`config.mk`:
```
export PLATFORM = sky130hd
export DESIGN_NAME = uart_tx_arbiter
export DESIGN_NICKNAME = d
export VERILOG_FILES = /design/src/rtl/uart_tx_arbiter.sv
export SDC_FILE = /design/constraint.sdc
export NUM_CORES = 1
export LEC_CHECK = 0
export ABC_AREA = 1
export ABC_CLOCK_PERIOD_IN_PS = 3700
export CAP_MARGIN = 20
export CORE_MARGIN = 4
export CORE_UTILIZATION = 45
export DETAILED_ROUTE_END_ITERATION = 8
export GPL_TIMING_DRIVEN = 0
export PLACE_DENSITY = 0.81
export SLEW_MARGIN = 20
export SYNTH_ARGS = -nofsm -noshare
export SYNTH_HDL_FRONTEND = slang
export SYNTH_SLANG_ARGS = --single-unit
```
`constraint.sdc`:
```
create_clock -name clk -period 3.7 [get_ports clk]
set_input_delay 0.37 -clock clk [delete_from_list [all_inputs] [get_ports clk]]
set_output_delay 0.37 -clock clk [all_outputs]
set_load 0.005 [all_outputs]
```
`src/rtl/uart_tx_arbiter.sv`:
```
// Round-robin arbiter feeding a single UART transmitter from NREQ byte requesters.
// One transfer at a time: grant, one-cycle launch pulse, then wait for the transmitter to finish.
module uart_tx_arbiter #(
  parameter int NREQ    = 8,
  parameter int BUSY_TO = 4
) (
  input  logic              clk,
  input  logic              reset,
  input  logic [NREQ-1:0]   req,
  input  logic [NREQ*8-1:0] data_in,
  input  logic              tx_ready,
  output logic              tx_start,
  output logic [7:0]        tx_data,
  output logic [NREQ-1:0]   grant,
  output logic [NREQ-1:0]   ack,
  output logic              busy
);

  localparam int IW = $clog2(NREQ);

  typedef enum logic [1:0] {IDLE, START, WAIT_BUSY, WAIT_DONE} state_t;

  state_t                 state;
  logic [IW-1:0]          ptr;
  logic [IW-1:0]          pick;
  logic                   hit;
  logic [3:0]             to_cnt;
  logic [NREQ-1:0][7:0]   lanes;

  assign lanes = data_in;

  // Offsets are walked from farthest to nearest so ptr+1 overrides everything and
  // ptr itself (offset NREQ wraps to 0) is the last resort. Relies on NREQ being 2^IW.
  always_comb begin
    hit  = |req;
    pick = ptr;
    for (int k = NREQ; k >= 1; k--) begin
      if (req[ptr + IW'(k)]) pick = ptr + IW'(k);
    end
  end

  always_ff @(posedge clk or posedge reset) begin
    if (reset) begin
      state    <= IDLE;
      grant    <= '0;
      ack      <= '0;
      tx_start <= 1'b0;
      tx_data  <= '0;
      busy     <= 1'b0;
      ptr      <= IW'(NREQ - 1);
      to_cnt   <= '0;
    end else begin
      tx_start <= 1'b0;
      ack      <= '0;
      case (state)
        IDLE: begin
          if (hit && tx_ready) begin
            grant   <= {{(NREQ-1){1'b0}}, 1'b1} << pick;
            tx_data <= lanes[pick];
            ptr     <= pick;
            busy    <= 1'b1;
            state   <= START;
          end else begin
            grant <= '0;
          end
        end
        START: begin
          tx_start <= 1'b1;
          ack      <= grant;
          to_cnt   <= '0;
          state    <= WAIT_BUSY;
        end
        WAIT_BUSY: begin
          // A transmitter that never drops tx_ready must not hang the arbiter.
          if (!tx_ready) begin
            state <= WAIT_DONE;
          end else if (to_cnt == 4'(BUSY_TO - 1)) begin
            grant <= '0;
            busy  <= 1'b0;
            state <= IDLE;
          end else begin
            to_cnt <= to_cnt + 4'd1;
          end
        end
        WAIT_DONE: begin
          if (tx_ready) begin
            grant <= '0;
            busy  <= 1'b0;
            state <= IDLE;
          end
        end
        default: state <= IDLE;
      endcase
    end
  end

  a_grant_onehot: assert property (@(posedge clk) disable iff (reset) $onehot0(grant));
  a_ack_onehot:   assert property (@(posedge clk) disable iff (reset) $onehot0(ack));
  a_ack_start:    assert property (@(posedge clk) disable iff (reset) (ack != '0) |-> tx_start);

endmodule

```
==> impl_metrics.yaml <==
outcome:
  status: "finished, final reports clean"
timing:
  tightest_slew_ns: 0.7040
  layout_min_cycle_time_ns: 3.131
  timing.fmax_mhz: 319.3
  final.period_utilization: 0.8463
  rsz0062_at_grt: "no"
  setup_viol: 0
  tns_ns: 0
  hold_viol_final: 0
  finClkSkew_ns: 0.007590
  slew_headroom: 0.5300
  slew_violations: 0
logic_synthesis:
  syn_area_sq_um: 2700
  syn_inst: 423
  synth_seq_area_share: 0.3258
  avgSynthCellArea_sq_um: 6.383
  ys_ff_latch: 35
  yosysUniqueCellTypes: 35
  synth.net_count: 501
  yosysWarningCount: 0
grt:
  grtUsageTotal: 0.2207
  grt.met1_usage: 0.2660
  first_global_vias: 3058
  met2_usage: 0.3884
  grt-ovfl-total: 0
  grt_max_degree: 36
  grt_use_met3: 0.05340
  grt_pass1_wl_um: 13300
  antenna_found_initial: 0
  busiest_layer: "met2"
floorplan:
  die_x_um: 85.46
  start_util: 0.4757
  die_h_um: 85.46
  pin_count: 101
  core_sq_um: 5675
  dieArea_sq_um: 7303
  rows: 27
drt:
  viasPerCell: 5.070
  first_iter_violations: 108
  firstDrtPassIters: 4
  post_drt_wl_per_cell_um: 12.88
  drcViolationCount: 0
  antenna_left: 0
  drt_wl_total_um: 7769
  via_count: 3057
layout:
  layout_common_cells: "190 x nand2_1, 100 x clkdlybuf4s50_1, 71 x nand3_1, 32 x dfrtp_1, 27 x inv_1"
  insertedDiodeCount: 0
  area_delta_synth_final_pct: 44.07
  fillers: 532
  layout.nets: 608
  drive_above_1_share: 0.08851
  final_common_cell: "nand2_1"
  regArea_sq_um: 879.6
  multi_input_area_sq_um: 1560
clock_tree:
  tritoncts: "yes"
  worstSkewPairLatency_ns: 0.29
  root_buffer: "clkbuf_8"
  post-cts-setup-buffers: 0
  cts_resized: 0
  cts_buffers: 5
  clock_path_buffers: 2
  clk_pin_slew_worst_paths_ns: 0.08
  cts_max_level: 2
  hold_buffers: 0
  clock_sinks: 35
min_path:
  min_path_cells: 2
  hold_class: "reg -> reg"
place:
  portBuffers: 100
  dpl.hpwl_um: 6104
  gp_congestion: 0.8638
flow_run:
  drv_cap: 0
critical_path:
  r2r_cells: 24
  cp-start-kind: "flip-flop"
  cp-end-kind: "flip-flop"
  critical_path_required_ns: 3.93
  crit_arrival_ns: 3.36
  crit_fanout: 10
  crit_type: "reg -> reg"
==> metrics by stage <==
step | cells | worst slack, ns | hold slack, ns | cell area, sq um | utilization
final | 603 | 0.5686 | 0.5042 | 3890 | 0.6854
after global routing | 603 | 0.1489 | 0.5467 | 3890 | 0.6854
after CTS | 603 | 0.5714 | 0.5032 | 3890 | 0.6854
after detailed placement | 595 | 0.5915 | 0.4829 | 3791 | 0.6680
after global placement | 595 | 0.6836 | 0.4807 | 3791 | 0.6680
after floorplan | 423 | 1.018 | 0.4737 | 2700 | -
==> cell usage after synthesis (all sizes together) <==
library cell | number | share of area
a21oi | 5 | 0.013
a31o | 1 | 0.0032
a41oi | 1 | 0.0032
and2 | 3 | 0.0070
buf | 15 | 0.046
clkbuf | 2 | 0.0028
clkinv | 1 | 0.0014
dfrtp | 32 | 0.30
dfstp | 3 | 0.029
ha | 3 | 0.014
inv | 33 | 0.046
nand2 | 198 | 0.29
nand3 | 74 | 0.15
nor2 | 25 | 0.036
nor3 | 2 | 0.0037
nor3b | 1 | 0.0028
nor4 | 1 | 0.0023
o21ai | 8 | 0.015
o21bai | 1 | 0.0028
o22ai | 9 | 0.021
o311ai | 1 | 0.0060
xnor2 | 2 | 0.0065
xor2 | 2 | 0.0065
==> flip-flops by register name, indices dropped and copies added (netlist names) <==
| register | cells |
|---|---|
| to_cnt | 4 |
| ptr | 3 |
| state | 2 |
| ack | 8 |
| tx_start | 1 |
| tx_data | 8 |
| grant | 8 |
| busy | 1 |
==> layer usage <==
layer | vias to the layer above | share of wire
met4 | 0 | 0.012
met2 | 100 | 0.49
met1 | 1386 | 0.42
li1 | 1560 | -
met3 | 11 | 0.071
met5 | - | 0
==> path summary, 6_finish.rpt <==
path	from	end	slack [ns]
worst min-delay path	busy	busy	0.50
worst min register to register	busy	busy	0.50
worst max register to register	ptr[0]	tx_data[1]	0.57
worst max-delay path	ptr[0]	tx_data[1]	0.57
min in group asynchronous	reset	grant[4]	0.51
max in group asynchronous	reset	ack[3]	2.74
==> cell families after synthesis <==
kind of cell	Yosys count	share of synthesized area
xor gates and xnor gates	4	0.01298
buffers and inverters	51	0.09639
and+or+nand+nor	304	0.4866
DFF	35	0.3258
AOI/OAI and AO/OA	26	0.06441
adders and majority gates	3	0.01390
==> worst max-delay path: stages (launching register included) <==
cell      delay [ns]
dfstp_2         0.54
buf_6           0.14
inv_2           0.05
buf_6           0.14
ha_1            0.27
buf_2           0.18
clkinv_1        0.17
nand3_1         0.19
nand3_2         0.11
nand2_2         0.11
nand2_1         0.05
nand2_1         0.05
nand2_1         0.04
nand2_1         0.08
nand2_2         0.08
nand2_2         0.08
nand2_4         0.09
nand2_8         0.10
buf_6           0.14
nand2_1         0.06
nand2_1         0.07
nand2_1         0.05
nand2_1         0.09
nand2_1         0.07
nand3_1         0.09
==> area by class of cell <==
| class | instances | area share |
|---|---|---|
| Buffer | 17 | 0.03409 |
| Clock buffer | 6 | 0.02123 |
| Clock inverter | 2 | 0.004181 |
| Inverter | 34 | 0.03281 |
| Multi-Input combinational cell | 337 | 0.4011 |
| Sequential cell | 35 | 0.2261 |
| Tap cell | 72 | 0.02316 |
| Timing Repair Buffer | 100 | 0.2573 |
Power is left out: the tool's default activity adds up to more than one toggle a clock period on the data nets, which glitch-free logic cannot reach.
